**src/rtl/mac_dot_seq.sv**
```systemverilog
// Dot-product sequencer around an external combinational MAC (Y = A*B + C).
// Optional sticky wrap flag output `ovf` is enabled by defining MAC_DOT_OVF_EN.
module mac_dot_seq #(
  parameter int WIDTH_A = 5,
  parameter int WIDTH_B = 7,
  parameter int LEN_W   = 8,
  localparam int ACC_W  = WIDTH_A + WIDTH_B
) (
  input  logic               clk,
  input  logic               rst,
  input  logic               start,
  input  logic [LEN_W-1:0]   len,
  input  logic               in_valid,
  output logic               in_ready,
  input  logic [WIDTH_A-1:0] in_a,
  input  logic [WIDTH_B-1:0] in_b,
  output logic               out_valid,
  input  logic               out_ready,
  output logic [ACC_W-1:0]   out_data,
  output logic               busy,
`ifdef MAC_DOT_OVF_EN
  output logic               ovf,
`endif
  output logic [WIDTH_A-1:0] mac_a,
  output logic [WIDTH_B-1:0] mac_b,
  output logic [ACC_W-1:0]   mac_c,
  input  logic [ACC_W-1:0]   mac_y
);

  typedef enum logic [1:0] {IDLE, RUN, DONE} state_e;

  state_e             state_q;
  logic [ACC_W-1:0]   acc_q;
  logic [LEN_W-1:0]   cnt_q;
  logic [ACC_W-1:0]   acc_d;
  logic [LEN_W-1:0]   cnt_d;
  logic               beat;

  assign beat  = (state_q == RUN) && in_valid;
  assign acc_d = mac_y;
  assign cnt_d = cnt_q - LEN_W'(1);

`ifdef MAC_DOT_OVF_EN
  logic ovf_q;
  // product fits in ACC_W bits, so a smaller sum means exactly one wrap
  logic wrap;
  assign wrap = mac_y < acc_q;
`endif

  always_ff @(posedge clk or posedge rst) begin
    if (rst) begin
      state_q <= IDLE;
      acc_q   <= '0;
      cnt_q   <= '0;
`ifdef MAC_DOT_OVF_EN
      ovf_q   <= 1'b0;
`endif
    end else begin
      case (state_q)
        IDLE: if (start) begin
          acc_q <= '0;
`ifdef MAC_DOT_OVF_EN
          ovf_q <= 1'b0;
`endif
          if (len == '0) begin
            state_q <= DONE;
          end else begin
            cnt_q   <= len;
            state_q <= RUN;
          end
        end
        RUN: if (beat) begin
          acc_q <= acc_d;
          cnt_q <= cnt_d;
`ifdef MAC_DOT_OVF_EN
          if (wrap) ovf_q <= 1'b1;
`endif
          if (cnt_q == LEN_W'(1)) state_q <= DONE;
        end
        DONE: if (out_ready) state_q <= IDLE;
        default: state_q <= IDLE;
      endcase
    end
  end

  // all outputs decode straight from registers, so rst clears them at once
  assign in_ready  = (state_q == RUN);
  assign out_valid = (state_q == DONE);
  assign busy      = (state_q != IDLE);
  assign out_data  = out_valid ? acc_q : '0;
  assign mac_a     = in_ready ? in_a  : '0;
  assign mac_b     = in_ready ? in_b  : '0;
  assign mac_c     = in_ready ? acc_q : '0;
`ifdef MAC_DOT_OVF_EN
  assign ovf       = out_valid & ovf_q;
`endif

endmodule
```
**config.mk**
```make
export PLATFORM = sky130hd
export DESIGN_NAME = mac_dot_seq
export DESIGN_NICKNAME = d
export VERILOG_FILES = /design/src/rtl/mac_dot_seq.sv
export SDC_FILE = /design/constraint.sdc
export NUM_CORES = 1
export LEC_CHECK = 0
export ABC_AREA = 0
export BUFFER_PORTS_ARGS = -buffer_cell sky130_fd_sc_hd__buf_2
export CAP_MARGIN = 20
export CORE_MARGIN = 10
export CORE_UTILIZATION = 47
export CTS_CLUSTER_SIZE = 10
export DETAILED_ROUTE_END_ITERATION = 16
export GPL_ROUTABILITY_DRIVEN = 0
export GPL_TIMING_DRIVEN = 0
export PLACE_DENSITY_LB_ADDON = 0.05
export SETUP_SLACK_MARGIN = 0.4
export SYNTH_ARGS = -nofsm -noshare
export SYNTH_HDL_FRONTEND = slang
export SYNTH_SLANG_ARGS = --single-unit
```
**constraint.sdc**
```tcl
create_clock -name clk -period 3.8 [get_ports clk]
set_clock_uncertainty 0.05 [all_clocks]
set_input_delay 0.19 -clock clk [delete_from_list [all_inputs] [get_ports clk]]
set_output_delay 0.19 -clock clk [all_outputs]
set_load 0.01 [all_outputs]
```
After elaboration in Yosys (flattened, before gate mapping)
Index checks and enable logic that the tools add are counted.

storage, ports and cells
  bits in registers = 22
  bits of input ports = 37
  output and inout port bits = 39
  logic and storage cells = 37

cells by class
  add/sub/neg operators = 1
  equal/unequal tests = 8
  multiplexer cells = 17
  reductions and logical operators = 8

operators with widths
  cell                                                                    count
  12-bit two-way mux                                                      4
  8-bit two-way mux                                                       3
  12-bit one-hot mux with 2 select lines                                  1
  8-bit one-hot mux with 2 select lines                                   1
  2-bit two-way mux                                                       5
  8-bit by 1-bit equality test with 1-bit output (second input constant)  1
  8-bit logical NOT                                                       1
  4-bit AND reduction                                                     2
  8-bit by 1-bit subtractor with 8-bit output (second input constant)     1
  7-bit two-way mux                                                       1
  2-bit by 1-bit != test with 1-bit output (second input constant)        3
  2-bit one-hot mux with 3 select lines                                   1
  5-bit two-way mux                                                       1
  2-bit != test (second input constant)                                   2
  2-bit nonzero test                                                      2
  3-bit AND reduction                                                     1
  2-bit by 1-bit equality test with 1-bit output (second input constant)  1
  2-bit equality test (second input constant)                             1
  2-bit logical NOT                                                       1
  1-bit logical AND                                                       1

Logic depth before layout (Yosys ltp)
Gate-level depths: netlist (run 1).

  word-level depth = 4
  mapped depth = 7
  mapped depth without buffers = 6

Least setup slack after synthesis (run 1)
No wires, ideal clock.

  kind = register -> register
  start = register cnt_q[3]
  end = register state_q[1]
  library setup time = 0.096 ns
  arrival = 1.485 ns
  required time = 3.654 ns
  slack = 2.169 ns
  cell stages (with the launch flop) = 5
  buffers on the path = 0
  clock period less this slack = 1.631 ns
  cells stage by stage = dfrtp_1 or4_4 nor4b_4 nor2_2 o32ai_2

on the way
  cells in the longest elaborated chain, start to end = 3

ends and longest elaborated chain
  element                                                    line  source
  start: declaration                                         34    logic [LEN_W-1:0] cnt_q;
  start signal: assignment                                   68    cnt_q <= len;
  start signal: assignment                                   74    cnt_q <= cnt_d;
  8-bit by 1-bit equality test with 1-bit output             78    if (cnt_q == LEN_W'(1)) state_q <= DONE;
  2-bit by 1-bit != test with 1-bit output (no source line)  n/a
  4-bit AND reduction (no source line)                       n/a
  end signal: assignment                                     78
  end signal: assignment                                     80    DONE: if (out_ready) state_q <= IDLE;
  end signal: assignment                                     81    default: state_q <= IDLE;
  end: declaration                                           32    state_e state_q;

Every way passes these cells.
A chain may end at the register's enable or synchronous reset.

Worst setup path after layout (run 1)
  start = register state_q[0]
  end = output port mac_a[4]

on the way
  cells in the longest elaborated chain, start to end = 2

ends and longest elaborated chain
  element                                         line  source
  start signal: assignment                        52    state_q <= IDLE;
  start signal: assignment                        66    state_q <= DONE;
  start signal: assignment                        69    state_q <= RUN;
  2-bit by 1-bit equality test with 1-bit output  87    assign in_ready = (state_q == RUN);
  5-bit two-way mux                               91    assign mac_a = in_ready ? in_a : '0;
  end: declaration                                24    output logic [WIDTH_A-1:0] mac_a,

Every way passes these cells.

==> qor.txt, run 1 <==
Final non-filler cell total = 254
Die footprint = 0.00537 mm2
TritonRoute pass-1 iters = 4
First DRT Iteration DRCs = 33
Worst endpoint required time = 3.56 ns
Tightest slew margin relative to the limit = 0.447
CTS-repair resized insts = 0
Master cell of the clock root buffer = sky130_fd_sc_hd__clkbuf_4
Number of I/O pins = 76
Top fanout value on the critical path = 10
# fillers = 258
Most frequent cells in the layout = sky130_fd_sc_hd__buf_2, sky130_fd_sc_hd__and2_1, sky130_fd_sc_hd__dfrtp_1, sky130_fd_sc_hd__a22o_1, sky130_fd_sc_hd__a21oi_1
Count of cell types in the netlist = 34
Initial antenna violation count = 0
Fmax = 0.464 GHz
Internal Dissipation = 763 uW
Power share of the clock group = 0.094
Leading cell type in the layout, fill and taps excluded = sky130_fd_sc_hd__buf_2
Total Negative Setup Slacks = 0 ns
Total Nets Final = 263
Post-CTS Setup Inserts = 0
Final number of setup-violating endpoints = 0
Proportion of total power due to net switching = 0.445
Hold slack final = -0.0328 ns
Number of hold violations in the final report = 22
RSZ-0062 raised after global routing = no
Worst slew pin tran = 0.829 ns
Placed wire-length estimate after detailed placement = 3300 um
DRT Wirelength = 4090 um
Post-synth net total = 183
Fin crit share = 0.567
Sequential cell fraction of total power = 0.312
Crit end category = output pin
Synth-to-Final Area Change = 33.8%
Die span in x = 73.3 um
Longest Clk Path Bufs = 2
Critical setup path kind = reg2out
Total global routing track utilization = 0.147
Pin count of the biggest net entering global routing = 23
Total instance count after detailed placement = 250
Worst voltage drop across the vdd grid = 0.000477 V
TritonCTS clock tree = built
DR vias = 1336
Leakage power = 0.938 nW
Cell area after layout = 0.00178 mm2
Total global routing overflow = 0
Avg Cell Area, Syn = 9.26 um2
FFs w/ async S/R, synth = 1.00
Post-DR vias/cell = 5.26
Vias in the first global route = 1338
Arrival time reported for the critical path endpoint = 1.91 ns
Cell count after synthesis = 144
FF+latch count, synth = 22
Power density over the cells = 771 mW/mm2
Number of buffers added by the clock tree synthesis step = 3
Final core utilization = 0.653
Violated checks = hold timing
Max Cap Violations = 0
Synthesized area = 0.00133 mm2
Post-layout min period = 2.15 ns
Port Buf Inserts = 75
# DRC = 0
Clock-pin transition on the worst setup and hold timing paths = 0.12 ns
Sw power = 613 uW
Hold buffer count at cts = 0
Wire length per cell = 16.1 um
Status = complete, but fails checks
Seq/Total Area, Yosys = 0.413
Commonest register cell after synthesis = sky130_fd_sc_hd__dfrtp_1
Number of routed nets with antenna violations = 0
HP Class = in2async
Die height = 73.3 um
Gate power share = 0.594
Core ar. = 0.00273 mm2
Number of warnings reported in the yosys synthesis log = 0
Clk Latency, worst-skew pair = 0.31 ns
Final count of pins violating max slew = 0
Kind of start point of the critical path = register
First-pass GRT wire length = 6360 um
Depth of the CTS H-tree = 1
Clk sinks = 22
Layout cell share with drive strength beyond 1 = 0.408
Area of placed instances = 0.00175 mm2
Diodes inserted = 0
Initial cell density of the core = 0.488
Number of cell rows = 19
Number of synthesized flops with an enable pin = 0
## final timing paths
| path | slack (ns) | cells past startpoint | startpoint | end |
|---|---|---|---|---|
| setup / recovery | 1.65 | 6 | state_q[0] | mac_a[4] |
| hold / removal | -0.03 | 2 | rst | cnt_q[2] |
| setup reg to reg | 1.98 | 7 | state_q[0] | cnt_q[6] |
| hold reg to reg | 0.47 | 1 | acc_q[8] | acc_q[8] |
| max in group asynchronous | 3.22 | 2 | rst | cnt_q[6] |
| min in group clk | 0.02 | 2 | out_ready | state_q[1] |
## power by group through the flow
stage,clock (mW),sequential [mW],combinational (mW)
3_3_place_gp,0,0.425,0.792
5_1_grt,0.144,0.448,0.905
2_1_floorplan,0,0.409,0.558
6_report,0.129,0.429,0.818
4_1_cts,0.131,0.428,0.827
3_5_place_dp,0,0.433,0.825
## registers in the layout, indices dropped and copies added, names as in the netlist
| register | cells |
|---|---|
| cnt_q | 8 |
| state_q | 2 |
| acc_q | 12 |
## Yosys cell counts, types with 2 or more instances
cell type | n | area [um2]
sky130_fd_sc_hd__ha_1 | 2 | 25.0
sky130_fd_sc_hd__and2_1 | 37 | 231
sky130_fd_sc_hd__or2_2 | 2 | 12.5
sky130_fd_sc_hd__a21oi_1 | 11 | 55.1
sky130_fd_sc_hd__buf_2 | 4 | 20.0
sky130_fd_sc_hd__nor4_1 | 2 | 12.5
sky130_fd_sc_hd__dfrtp_1 | 22 | 551
sky130_fd_sc_hd__nand2b_1 | 2 | 12.5
sky130_fd_sc_hd__o22ai_1 | 2 | 12.5
sky130_fd_sc_hd__a311oi_1 | 2 | 17.5
sky130_fd_sc_hd__nand2_1 | 5 | 18.8
sky130_fd_sc_hd__nor3_1 | 2 | 10.0
sky130_fd_sc_hd__o21ai_0 | 7 | 35.0
sky130_fd_sc_hd__inv_1 | 5 | 18.8
sky130_fd_sc_hd__a22o_1 | 12 | 105
sky130_fd_sc_hd__nor2_1 | 5 | 18.8
sky130_fd_sc_hd__clkbuf_1 | 5 | 18.8
## cells by family after synthesis
| family | share of synthesized area |
|---|---|
| AO/OA/AOI/OAI | 0.232 |
| adder cells (fa/ha/maj) | 0.0188 |
| buffers and inverters | 0.0460 |
| flip-flops | 0.413 |
| multiplexers | 0.00750 |
| AND/OR/NAND/NOR | 0.283 |
## final cells by class
class | instances | area, um2 | area share
plain buffers | 9 | 38.8 | 0.0217
clock buffers | 4 | 36.3 | 0.0203
inverters | 6 | 22.5 | 0.0126
multi-input cells | 107 | 722 | 0.405
flip-flops and latches | 22 | 551 | 0.309
well taps | 31 | 38.8 | 0.0217
repair buffers | 75 | 375 | 0.210
## per-layer routing
layer | vias to the layer above | share of wire | GRT usage | routed length [um]
li1 | 670 | - | - | -
met1 | 620 | 0.37 | 0.153 | 1530
met2 | 41 | 0.53 | 0.279 | 2180
met3 | 5 | 0.083 | 0.0390 | 338
met4 | 0 | 0.010 | 0.0443 | 42
met5 | - | 0 | 0 | 0
## stage by stage
stage          worst slack, ns  power (mW)  hold WS (ns)
3_3_place_gp              2.00        1.22         0.338
3_5_place_dp              1.88        1.26         0.346
2_1_floorplan             2.17       0.967         0.129
4_1_cts                   1.64        1.39       0.00412
5_1_grt                   1.52        1.50       0.00800
6_report                  1.65        1.38       -0.0328
## critical path, cell delays in order, from the launching register on
cell and delay (ns):
sky130_fd_sc_hd__dfrtp_1 0.38, sky130_fd_sc_hd__buf_2 0.16, sky130_fd_sc_hd__nand2b_1 0.15, sky130_fd_sc_hd__clkinv_1 0.28, sky130_fd_sc_hd__clkbuf_1 0.29, sky130_fd_sc_hd__and2_1 0.21, sky130_fd_sc_hd__buf_2 0.14
Power figures use the tool's default switching activity.
==> run 2, diff against run 1 <==
--- a/config.mk
+++ b/config.mk
@@ -5,7 +5,7 @@
 export SDC_FILE = /design/constraint.sdc
 export NUM_CORES = 1
 export LEC_CHECK = 0
-export ABC_AREA = 0
+export ABC_AREA = 1
 export BUFFER_PORTS_ARGS = -buffer_cell sky130_fd_sc_hd__buf_2
 export CAP_MARGIN = 20
 export CORE_MARGIN = 10
==> constraint.sdc (replaced) <==
create_clock -name clk -period 2.1 [get_ports clk]
set_clock_uncertainty 0.05 [all_clocks]
set_input_delay 0.105 -clock clk [delete_from_list [all_inputs] [get_ports clk]]
set_output_delay 0.105 -clock clk [all_outputs]
set_load 0.01 [all_outputs]
==> run 2 against run 1 <==
  * The flow now finishes without violations
  * Wire length up 25%
  * Hold slack gained 0.035 ns
  * Non-clock buffer count grew 20
  * Combinational power grew to 2.6 times the previous value
  * Power rose by 130%
  * Synthesized cell count rose by 61%
  * Clock-buffer cell count is 1 lower
  * Clock power increased to 2.6 times the previous value
  * Cell count increased by 48%
  * Global-route usage fell by 0.43 points
  * Largest power group unchanged
  * Highest routed layer unchanged
==> qor.txt, run 2 <==
Leading cell type in the layout, fill and taps excluded = sky130_fd_sc_hd__buf_2
TritonRoute pass-1 iters = 4 (unchanged)
Compound-cell area share of the yosys netlist = 0.0828 (-0.149)
Worst slew pin tran = 0.847 ns (+0.0186 ns)
Vias in the first global route = 1717 (+28%)
Share of synthesized cell area in full adder, half adder and majority cells = 0.0149 (-0.00385)
Wire length per cell = 13.5 um (-16%)
Max Cap Violations = 0 (unchanged)
TritonCTS clock tree = built
Number of buffers added by the clock tree synthesis step = 3 (unchanged)
Count of cell types in the netlist = 21 (-38%)
Total instance count after detailed placement = 353 (+41%)
Tightest slew margin relative to the limit = 0.435 (-0.0124)
Cell with the largest stage delay on the worst path = sky130_fd_sc_hd__dfrtp_1
Kind of start point of the critical path = register
Top cells by area in the synthesized netlist = sky130_fd_sc_hd__dfrtp_1, sky130_fd_sc_hd__nor2_4, sky130_fd_sc_hd__nand2_1
Simple-gate share of the synthesized area = 0.421 (+0.138)
Number of synthesized flops with an enable pin = 0 (unchanged)
Final core utilization = 0.725 (+0.0724)
Placed wire-length estimate after detailed placement = 3590 um (+8.5%)
Post-synth net total = 271 (+48%)
Post-DR vias/cell = 4.74 (-9.9%)
Depth of the CTS H-tree = 1 (unchanged)
Synth-to-Final Area Change = 46.5%
Final number of setup-violating endpoints = 0 (unchanged)
Top fanout value on the critical path = 12 (+2)
Power density over the cells = 1300 mW/mm2 (+69%)
Most frequent cells in the layout = sky130_fd_sc_hd__buf_2, sky130_fd_sc_hd__nand2_1, sky130_fd_sc_hd__inv_1, sky130_fd_sc_hd__nor2_1, sky130_fd_sc_hd__nand3_1
Fin crit share = 0.791
Yosys top cell by area = sky130_fd_sc_hd__dfrtp_1
Total Nets Final = 371 (+41%)
Sequential Area = 551 um2 (unchanged)
Number of routed nets with antenna violations = 0 (unchanged)
Leading cell type by number of instances after synthesis = sky130_fd_sc_hd__nand2_1
Total global routing overflow = 0 (unchanged)
DR vias = 1787 (+34%)
# DRC = 0 (unchanged)
Cell count after synthesis = 232 (+61%)
Total Negative Setup Slacks = 0 ns (unchanged)
Largest registers = acc_q (12), cnt_q (8), state_q (2)
Commonest cells in the netlist = sky130_fd_sc_hd__nand2_1, sky130_fd_sc_hd__inv_1, sky130_fd_sc_hd__nor2_1, sky130_fd_sc_hd__nand3_1
Total global routing track utilization = 0.143 (-0.00432)
Avg Cell Area, Syn = 7.23 um2 (-22%)
Clock-pin transition on the worst setup and hold timing paths = 0.13 ns (about the same)
Cell breakdown of the critical path = nor2_4, inv_2, buf_12, clkbuf_16, nor2_4, buf_6
Post-layout min period = 1.66 ns
Worst voltage drop across the vdd grid = 0.000775 V (+62%)
Final count of pins violating max slew = 0 (unchanged)
FFs w/ async S/R, synth = 1.00 (unchanged)
Multiplexer fraction of the synthesized cell area = 0 (-0.00750)
Die height = 79.8 um (+8.8%)
# fillers = 272 (+5.4%)
First-pass GRT wire length = 7660 um (+20%)
Critical setup path kind = reg2out
Number of hold violations in the final report = 0 (-100%)
Slowest stage delay, CP = 0.45 ns (+0.07 ns)
Crit end category = output pin
Die footprint = 0.00636 mm2 (+18%)
Final non-filler cell total = 377 (+48%)
Initial cell density of the core = 0.495 (+0.00714)
Parity-gate share of the synthesized area counting xor and xnor cells = 0 (unchanged)
Number of warnings reported in the yosys synthesis log = 0 (unchanged)
Most frequent cell on the critical path = sky130_fd_sc_hd__nor2_4
Synthesized area = 0.00168 mm2 (+26%)
Register bank with the most flops = acc_q
Post-route total power = 3.21 mW (+130%)
RSZ-0062 raised after global routing = yes
Longest Clk Path Bufs = 2 (unchanged)
FF+latch count, synth = 22 (unchanged)
HP Class = in2reg
Seq/Total Area, Yosys = 0.328 (-0.0846)
DRT Wirelength = 5100 um (+25%)
Status = complete, no violations
Smallest setup slack after layout = 0.439 ns (-1.21 ns)
Multi-input logic area = 878 um2 (+22%)
Core ar. = 0.00339 mm2 (+24%)
Commonest register cell after synthesis = sky130_fd_sc_hd__dfrtp_1
Worst endpoint required time = 1.95 ns (-1.61 ns)
Worst slack after detailed placement = 0.649 ns (-1.23 ns)
Top-area cell type share of the netlist area = 0.328 (-0.0846)
Number of I/O pins = 76 (unchanged)
Clk sinks = 22 (unchanged)
Port Buf Inserts = 75 (unchanged)
Die span in x = 79.8 um (+8.8%)
First DRT Iteration DRCs = 60 (+82%)
Layout cell share with drive strength beyond 1 = 0.393 (-0.0153)
Main combinational cell family by area after synthesis = simple AND/OR/NAND/NOR gates
Leakage power = 1.32 nW (+41%)
Number of cell rows = 21 (+2)
Arrival time reported for the critical path endpoint = 1.51 ns (-0.40 ns)
Initial antenna violation count = 0 (unchanged)
Flip-flop count of the largest register, all copies and words added = 12 (unchanged)
Clk Latency, worst-skew pair = 0.32 ns (about the same)
Fmax = 0.602 GHz
Diodes inserted = 0 (unchanged)
Pin count of the biggest net entering global routing = 23 (unchanged)
Master cell of the clock root buffer = sky130_fd_sc_hd__clkbuf_4
==> run 2: worst paths after layout <==
path	slack [ns]	endpoint	startpoint	cells past startpoint
max	0.44	mac_a[2]	state_q[1]	6
min	0.002	state_q[1]	out_ready	4
max reg2reg	0.56	cnt_q[5]	state_q[0]	10
min reg2reg	0.47	cnt_q[6]	cnt_q[6]	2
max in group asynchronous	1.05	acc_q[11]	rst	3
min in group asynchronous	0.43	cnt_q[4]	rst	3
==> run 2: cell type report <==
cell class / instances / share of cell area
inverters: 44 / 0.0672
clock inverters: 1 / 0.0122
multi-input cells: 157 / 0.357
repair buffers: 95 / 0.262
flip-flops and latches: 22 / 0.224
well taps: 46 / 0.0234
clock buffers: 3 / 0.00916
plain buffers: 9 / 0.0448
==> run 2: what timing repair did <==
item,in CTS,in global routing
cloned,0,2
endpoints found under the setup margin,22,30
hold endpoints to repair,34,0
hold buffers,13,0
buffers inserted,4,1
gates resized for setup,1,13
pin swaps,1,1
==> run 2: per-layer routing <==
metal	global-route usage	vias to the layer above	share of wire
met5	0	-	0
met2	0.265	52	0.52
met1	0.157	832	0.41
met3	0.0450	2	0.065
li1	-	901	-
met4	0.0264	0	0.0029
==> run 2: kinds of logic (layout without fill, tap and decap cells) <==
logic type / Yosys count / count (layout)
buffers and inverters: 53 / 152
adders and majority gates: 2 / 2
DFF: 22 / 22
and+or+nand+nor: 131 / 131
AOI/OAI and AO/OA: 24 / 24
==> run 2: critical path: cells and delay by family, from the launching register on <==
| kind | cells | cell delay [ns] |
|---|---|---|
| DFF | 1 | 0.45 |
| and+or+nand+nor | 2 | 0.24 |
| buffers and inverters | 4 | 0.50 |
==> run 2: power by group <==
| group | switching (mW) | total, mW | internal (mW) |
|---|---|---|---|
| clock | 0.141 | 0.334 | 0.193 |
| combinational | 1.25 | 2.16 | 0.905 |
| sequential | 0.104 | 0.712 | 0.608 |
| total | 1.50 | 3.21 | 1.71 |
==> run 2: metrics by stage <==
stage	hold WS, ns	instance area [um2]
floorplan	0.0442	1680
global placement	0.273	2110
detailed placement	0.272	2110
CTS	0.00397	2330
global route	0.0176	2460
finish	0.00213	2460
